<file path="src/rtl/comp2sm_serial.sv">
// Bit-serial two's-complement to sign-magnitude converter for two channels (A, B), LSB first.
// Optional build macro SATURATE_EN: the most-negative input saturates to {1, all ones} instead of {1, zeros}.
module comp2sm_serial #(
  parameter int bitNumber = 8
) (
  input  logic                 clk1,
  input  logic                 rst_n,
  input  logic                 in_valid,
  output logic                 in_ready,
  input  logic [bitNumber-1:0] A,
  input  logic [bitNumber-1:0] B,
  output logic                 out_valid,
  input  logic                 out_ready,
  output logic [bitNumber-1:0] Aout,
  output logic [bitNumber-1:0] Bout,
  output logic                 Aovf,
  output logic                 Bovf
);

  localparam int CW = (bitNumber > 2) ? $clog2(bitNumber - 1) : 1;
  localparam logic [CW-1:0] LAST_BIT = CW'(bitNumber - 2);
  localparam logic [bitNumber-1:0] MOST_NEG = {1'b1, {(bitNumber-1){1'b0}}};

  typedef enum logic [1:0] {IDLE, SHIFT, DONE} state_t;

  state_t               state;
  logic [bitNumber-1:0] a_reg;
  logic [bitNumber-1:0] b_reg;
  logic [CW-1:0]        cnt;
  logic                 seen_a;
  logic                 seen_b;
  logic                 a_bit;
  logic                 b_bit;

  assign in_ready = (state == IDLE);

  // Negative words copy bits up to and including the first 1, then invert the rest.
  always_comb begin
    a_bit = a_reg[cnt] ^ (a_reg[bitNumber-1] & seen_a);
    b_bit = b_reg[cnt] ^ (b_reg[bitNumber-1] & seen_b);
`ifdef SATURATE_EN
    a_bit = a_bit | Aovf;
    b_bit = b_bit | Bovf;
`endif
  end

  always_ff @(posedge clk1 or negedge rst_n) begin
    if (!rst_n) begin
      state     <= IDLE;
      a_reg     <= '0;
      b_reg     <= '0;
      cnt       <= '0;
      seen_a    <= 1'b0;
      seen_b    <= 1'b0;
      Aout      <= '0;
      Bout      <= '0;
      Aovf      <= 1'b0;
      Bovf      <= 1'b0;
      out_valid <= 1'b0;
    end else begin
      case (state)
        IDLE: begin
          if (in_valid) begin
            a_reg  <= A;
            b_reg  <= B;
            cnt    <= '0;
            seen_a <= 1'b0;
            seen_b <= 1'b0;
            Aout   <= {A[bitNumber-1], {(bitNumber-1){1'b0}}};
            Bout   <= {B[bitNumber-1], {(bitNumber-1){1'b0}}};
            Aovf   <= (A == MOST_NEG);
            Bovf   <= (B == MOST_NEG);
            state  <= SHIFT;
          end
        end
        SHIFT: begin
          Aout[cnt] <= a_bit;
          Bout[cnt] <= b_bit;
          seen_a    <= seen_a | a_reg[cnt];
          seen_b    <= seen_b | b_reg[cnt];
          cnt       <= cnt + CW'(1);
          if (cnt == LAST_BIT) begin
            out_valid <= 1'b1;
            state     <= DONE;
          end
        end
        DONE: begin
          if (out_ready) begin
            out_valid <= 1'b0;
            state     <= IDLE;
          end
        end
        default: state <= IDLE;
      endcase
    end
  end

endmodule

</file>
<file path="config.mk">
export PLATFORM = sky130hd
export DESIGN_NAME = comp2sm_serial
export DESIGN_NICKNAME = d
export VERILOG_FILES = /design/src/rtl/comp2sm_serial.sv
export SDC_FILE = /design/constraint.sdc
export NUM_CORES = 1
export LEC_CHECK = 0
export ABC_CLOCK_PERIOD_IN_PS = 3200
export CAP_MARGIN = 20
export CORE_ASPECT_RATIO = 1.1
export CORE_MARGIN = 3
export CORE_UTILIZATION = 39
export CTS_CLUSTER_DIAMETER = 200
export DETAILED_ROUTE_END_ITERATION = 8
export GPL_TIMING_DRIVEN = 0
export PLACE_DENSITY = 0.69
export SLEW_MARGIN = 10
export SYNTH_ARGS = -nofsm -noshare
export SYNTH_HDL_FRONTEND = slang
export SYNTH_SLANG_ARGS = --single-unit
</file>
<file path="constraint.sdc">
create_clock -name clk1 -period 3.2 [get_ports clk1]
set_input_delay 0.64 -clock clk1 [delete_from_list [all_inputs] [get_ports clk1]]
set_output_delay 0.64 -clock clk1 [all_outputs]
set_load 0.03 [all_outputs]
</file>
==> impl_metrics.ini, run 1 <==
[synth]
synth_largest_type_area_fraction_pct = 49.7
postSynth.topFlopCell = sky130_fd_sc_hd__dfrtp_1
mean_instance_size_in_the_synthesized_netlist_um2 = 12.3
synth_most_common_cell = sky130_fd_sc_hd__dfrtp_1
synth_top_cells_by_area = sky130_fd_sc_hd__dfrtp_1 (50%), sky130_fd_sc_hd__mux2i_1 (12%), sky130_fd_sc_hd__mux2_4 (11%), sky130_fd_sc_hd__nand2_1 (5.2%), sky130_fd_sc_hd__mux4_2 (3.2%)
synth_cell_types = 30
postSynth.asyncResetShare_pct = 100
postSynthRegisterBits = 42
netlist_area_um2 = 2110
synthesis.instances = 172
synthesis.yosys.warnings = 0
synth_edf_count = 0
synth.cells.most_frequent = sky130_fd_sc_hd__dfrtp_1 (42), sky130_fd_sc_hd__nand2_1 (29), sky130_fd_sc_hd__mux2i_1 (25), sky130_fd_sc_hd__mux2_4 (15), sky130_fd_sc_hd__o21ai_0 (8)
postSynthNetCount = 194
cell_type_with_the_largest_total_area_after_synthesis = sky130_fd_sc_hd__dfrtp_1
ys_seq_area_share_pct = 49.7

[setup_path]
rrSetupSlack_ns = 1.48
critical_path.max_fanout = 8
critPathArrivalTime_ns = 1.61
cp-start-kind = register
endpoint_kind = primary output
worst-setup-path-type = reg2out
worst-endpoint-required_ns = 2.56

[drt]
detail_route.vias_per_cell = 4.99
antenna_left = 0
via_count_of_the_routed_design = 1452
number_of_remaining_drc_errors = 0
drt-wirelength-per-cell_um = 14.2
detail_route.first_pass.iterations = 4
drt-total-wl_um = 4130
drtIter0Drc = 135

[sta]
max_freq_ghz = 0.444
max_slew.worst_pin.slew_ns = 0.533
timing.hold.ws_ns = 0.287
period_share_pct = 70.4
sum_of_negative_setup_slack_ns = 0
timing.final.crit_period_ns = 2.25
max_slew_margin_pct = 64.4
rsz0062_at_grt = no
finClkSkew_ns = 0.00729
final-hold-violation-count = 0
setup_viol_count_final = 0
finalMaxSlewViolations = 0

[placement]
place.port_buffers = 39
place_congestion = 0.806
detailedPlacementHpwl_um = 3160
place.detailed.instances = 284
dpl-instance-area_um2 = 2620

[layout]
diodes = 0
final_area_um2 = 2690
utilization_pct = 52.4
layout-area-overhead-vs-synth_pct = 27.4
share_of_cells_above_drive_strength_1_pct = 15.1
final_nets = 241
final-instance-count-excl-fill = 291

[floorplanning]
io-pin-count = 40
die-height_um = 83.2
core_area_um2 = 5130
floorplan.die_area_um2 = 6340
rows = 27
floorplan.initialDensity_pct = 41.2
width_of_the_die_um = 76.2

[outcome]
outcome = finished, final reports clean

[power]
p_int_w = 0.00160
vdd_drop_max_mv = 0.368
seqPwrFrac_pct = 35.2
power_switching_w = 0.00106
pwr-share-clk_pct = 12.0
switching_share_pct = 39.9
cellPowerDensity_nw_per_um2 = 986
p_comb_share_pct = 52.8
power.leakage_nw = 1.26

[global_route]
groute.usage.overall_pct = 14.0
globalRoute.totalOverflow = 0
grt_pass1_wl_um = 7000
number_of_antenna_violations_at_the_first_check_in_global_routing = 0
grt_start_max_net_pins = 25
grt_pass1_vias = 1384

[min_path]
hold_path_class = in2async

[clock_network]
cts_resized = 0
cts.clk_slew.worst_paths_ns = 0.08
cts_root_buf = sky130_fd_sc_hd__clkbuf_8
cts_tree = done
tritoncts.num_buffers = 5
post-cts-setup-buffer-count = 0
hold_buffers = 0
clock_sinks = 42
cts_htree_levels = 2
clkLatencyLatePin_ns = 0.29
clock_tree.buffer_depth = 2

[run]
drv_cap = 0
cells in the final DEF, fill, tap and decap left out:
master / count
sky130_fd_sc_hd__xor2_1: 5
sky130_fd_sc_hd__mux4_2: 3
sky130_fd_sc_hd__a32o_1: 2
sky130_fd_sc_hd__inv_1: 2
sky130_fd_sc_hd__ha_1: 2
sky130_fd_sc_hd__clkbuf_8: 5
sky130_fd_sc_hd__buf_16: 1
sky130_fd_sc_hd__a22oi_1: 2
sky130_fd_sc_hd__nand2_1: 29
sky130_fd_sc_hd__o311ai_0: 1
sky130_fd_sc_hd__mux4_1: 1
sky130_fd_sc_hd__nor4_1: 2
sky130_fd_sc_hd__buf_6: 3
sky130_fd_sc_hd__buf_2: 4
sky130_fd_sc_hd__clkdlybuf4s50_1: 38
sky130_fd_sc_hd__mux2_2: 1
sky130_fd_sc_hd__buf_4: 1
sky130_fd_sc_hd__nor4b_1: 2
sky130_fd_sc_hd__mux2i_1: 25
sky130_fd_sc_hd__clkbuf_1: 4
sky130_fd_sc_hd__nand2b_1: 1
sky130_fd_sc_hd__mux2_4: 15
sky130_fd_sc_hd__o21ai_0: 8
sky130_fd_sc_hd__nor2_1: 3
sky130_fd_sc_hd__nor3_1: 1
sky130_fd_sc_hd__dfrtp_1: 42
sky130_fd_sc_hd__a21oi_1: 1
sky130_fd_sc_hd__or3b_1: 1
sky130_fd_sc_hd__nor3b_1: 1
sky130_fd_sc_hd__a31oi_1: 3
sky130_fd_sc_hd__nand3_1: 6
sky130_fd_sc_hd__nor2b_1: 3
sky130_fd_sc_hd__nand3b_1: 1
area by class of cell:
class	instances	area, um^2
Inverter	2	7.51
Fill cell	485	2440
Clock buffer	7	76.3
Sequential cell	42	1050
Tap cell	72	90.1
Timing Repair Buffer	40	413
Buffer	9	63.8
Multi-Input combinational cell	119	991
critical path, cell delays in order, from the launching register on:
cell	delay (ns)
sky130_fd_sc_hd__dfrtp_1	0.46
sky130_fd_sc_hd__nor2_1	0.17
sky130_fd_sc_hd__clkdlybuf4s50_1	0.69
power by group through the flow:
stage	Sequential [W]	Combinational, W	Clock (W)
6_report	0.000934	0.00140	0.000319
5_1_grt	0.000970	0.00152	0.000357
4_1_cts	0.000937	0.00142	0.000328
3_5_place_dp	0.000949	0.00141	0
3_3_place_gp	0.000941	0.00139	0
2_1_floorplan	0.00105	0.000884	0
cell families after synthesis:
family	count (synthesis)	synth area share, %
AND/OR/NAND/NOR	50	11.1
multiplexers	45	27.5
flip-flops	42	49.7
AO/OA/AOI/OAI	17	5.09
buffers and inverters	11	3.37
XOR/XNOR	5	2.07
adder cells (fa/ha/maj)	2	1.18
stage by stage:
stage / setup WS, ns / power (W)
after floorplan: 1.53 / 0.00193
after global placement: 0.388 / 0.00233
after detailed placement: 0.976 / 0.00236
after CTS: 0.946 / 0.00268
after global routing: 0.901 / 0.00285
final: 0.949 / 0.00265
routing by layer:
metal | wire (um) | global-route usage (%) | vias up
met5 | 0 | 0 | -
met4 | 51 | 3.95 | 0
met1 | 1990 | 18.9 | 698
li1 | - | - | 705
met2 | 1860 | 21.7 | 43
met3 | 221 | 4.34 | 6
final timing paths:
check | end | cells after the start | start
worst max-delay path | in_ready | 2 | state[1]
worst min-delay path | out_valid | 1 | rst_n
worst max register to register | Aout[0] | 4 | cnt[0]
worst min register to register | Aovf | 2 | Aovf
max in group asynchronous | Aout[7] | 2 | rst_n
min in group clk1 | Aovf | 2 | Aovf
Note: power is estimated with default switching activity, not from simulation.
==> run 2, diff against run 1 <==
--- a/config.mk
+++ b/config.mk
@@ -5,7 +5,7 @@
 export SDC_FILE = /design/constraint.sdc
 export NUM_CORES = 1
 export LEC_CHECK = 0
-export ABC_CLOCK_PERIOD_IN_PS = 3200
+export ABC_CLOCK_PERIOD_IN_PS = 2000
 export CAP_MARGIN = 20
 export CORE_ASPECT_RATIO = 1.1
 export CORE_MARGIN = 3
@@ -13,7 +13,7 @@
 export CTS_CLUSTER_DIAMETER = 200
 export DETAILED_ROUTE_END_ITERATION = 8
 export GPL_TIMING_DRIVEN = 0
-export PLACE_DENSITY = 0.69
+export PLACE_DENSITY = 0.71
 export SLEW_MARGIN = 10
 export SYNTH_ARGS = -nofsm -noshare
 export SYNTH_HDL_FRONTEND = slang
==> constraint.sdc (replaced) <==
create_clock -name clk1 -period 2 [get_ports clk1]
set_input_delay 0.4 -clock clk1 [delete_from_list [all_inputs] [get_ports clk1]]
set_output_delay 0.4 -clock clk1 [all_outputs]
set_load 0.03 [all_outputs]
==> impl_metrics.ini, run 2 (synthesis results as in run 1) <==
[outcome]
outcome = finished, final reports clean

[placement]
place.detailed.instances = 284
place_congestion = 0.799
place.port_buffers = 39
detailedPlacementHpwl_um = 3210

[drt]
wl_met2_um = 1940
drt-total-wl_um = 4220
number_of_remaining_drc_errors = 0
detail_route.vias_per_cell = 5.03
via_count_of_the_routed_design = 1469
antenna_left = 0
topRoutingLayerUsed = met4
drt-wirelength-per-cell_um = 14.4
met1Wirelength_um = 2010
detail_route.first_pass.iterations = 4
drtIter0Drc = 107
met3_length_um = 178

[setup_path]
r2r_end = Aout[5]
startpoint = Bout[7]
cpLargestDelayFamily = buffers and inverters
endpoint = Bout[7]
worst-endpoint-required_ns = 1.60
critical_path_cell_count = 1
cp_num_buf_inv = 1
crit_path_top_delay_cell = sky130_fd_sc_hd__clkdlybuf4s50_1
critical_path.cell_chain = clkdlybuf4s50_1
r2r-start = cnt[0]
cp-start-kind = register
endpoint_kind = primary output
worstRegToRegCells = 4
critical-path-max-stage-delay_ns = 0.68
rrSetupSlack_ns = 0.30
critPathArrivalTime_ns = 1.38
worst-setup-path-type = reg2out
critical_path.max_fanout = 2

[global_route]
grt_pass1_vias = 1487
number_of_antenna_violations_at_the_first_check_in_global_routing = 0
groute.usage.overall_pct = 14.6
grt_start_max_net_pins = 23
grt_pass1_wl_um = 7330
globalRoute.totalOverflow = 0

[sta]
max_slew_margin_pct = 64.9
max_slew.worst_pin.slew_ns = 0.527
setup_viol_count_final = 0
max_freq_ghz = 0.563
timing.hold.ws_ns = 0.0695
finalMaxSlewViolations = 0
final-hold-violation-count = 0
rsz0062_at_grt = no
timing.final.crit_period_ns = 1.78
finClkSkew_ns = 0.00596
period_share_pct = 88.8

[floorplanning]
rows = 27
width_of_the_die_um = 76.2
die-height_um = 83.2
floorplan.initialDensity_pct = 41.2
floorplan.die_area_um2 = 6340
core_area_um2 = 5130
io-pin-count = 40

[clock_network]
cts_tree = done
cts_resized = 1
clock_sinks = 42
cts_htree_levels = 2
clock_tree.buffer_depth = 2
tritoncts.num_buffers = 5
cts_root_buf = sky130_fd_sc_hd__clkbuf_8
post-cts-setup-buffer-count = 0
cts.clk_slew.worst_paths_ns = 0.08
hold_buffers = 0
clkLatencyLatePin_ns = 0.30

[min_path]
hold_path_class = in2async

[power]
power_switching_w = 0.00172
vdd_drop_max_mv = 0.592
pwr-share-clk_pct = 15.1
cellPowerDensity_nw_per_um2 = 1610
switching_share_pct = 39.2
p_total_w = 0.00440
seqPwrFrac_pct = 34.2
p_int_w = 0.00267
power.leakage_nw = 1.28
p_comb_share_pct = 50.7

[layout]
final-instance-count-excl-fill = 292
utilization_pct = 53.0
layout-area-overhead-vs-synth_pct = 28.9
diodes = 0
final_nets = 241
final_common_cell = sky130_fd_sc_hd__dfrtp_1
share_of_cells_above_drive_strength_1_pct = 16.4
mostFrequentLayoutCells = sky130_fd_sc_hd__dfrtp_1 (42), sky130_fd_sc_hd__clkdlybuf4s50_1 (37), sky130_fd_sc_hd__nand2_1 (29)

[run]
drv_cap = 0
[run 2: changes by cell type in the layout (fill, tap and decap cells not counted)]
cell	previous run	this run
sky130_fd_sc_hd__dlygate4sd2_1	0	1
sky130_fd_sc_hd__clkbuf_1	4	2
sky130_fd_sc_hd__clkinv_2	0	2
sky130_fd_sc_hd__clkdlybuf4s50_1	38	37
sky130_fd_sc_hd__bufinv_16	0	1
[run 2: layout make-up]
type	count	area [um^2]
multi-input combinational	119	991
sequential	42	1050
clock buffer	5	68.8
tap	72	90.1
clock inverter	3	40.0
fill	468	2410
buffer	9	63.8
inverter	2	7.51
timing repair buffer	40	412
[run 2: worst min path at each step]
stage | startpoint | to | slack [ns]
after detailed placement | rst_n | out_valid | 0.40
after floorplan | rst_n | Aout[0] | 0.10
final | rst_n | out_valid | 0.07
after global routing | rst_n | out_valid | 0.10
after global placement | Aovf | Aovf | 0.47
after CTS | rst_n | out_valid | 0.08
[run 2: power groups by stage]
stage / registers [W] / logic [W] / clock network, W
global route: 0.00157 / 0.00244 / 0.000704
CTS: 0.00151 / 0.00225 / 0.000679
finish: 0.00150 / 0.00223 / 0.000663
floorplan: 0.00167 / 0.00142 / 0
global placement: 0.00151 / 0.00222 / 0
detailed placement: 0.00152 / 0.00225 / 0
[run 2: metal layers]
metal | global-route usage [%] | vias up
li1 | - | 712
met4 | 5.11 | 0
met1 | 19.0 | 710
met5 | 0 | -
met2 | 23.5 | 40
met3 | 3.80 | 7
[run 2: through the flow]
step	TNS [ns]	cell area [um^2]	setup WS, ns
after CTS	0	2720	0.217
after global routing	0	2720	0.143
final	0	2720	0.224
after floorplan	0	2110	0.481
after detailed placement	0	2620	0.0140
after global placement	-23.86	2590	-0.569
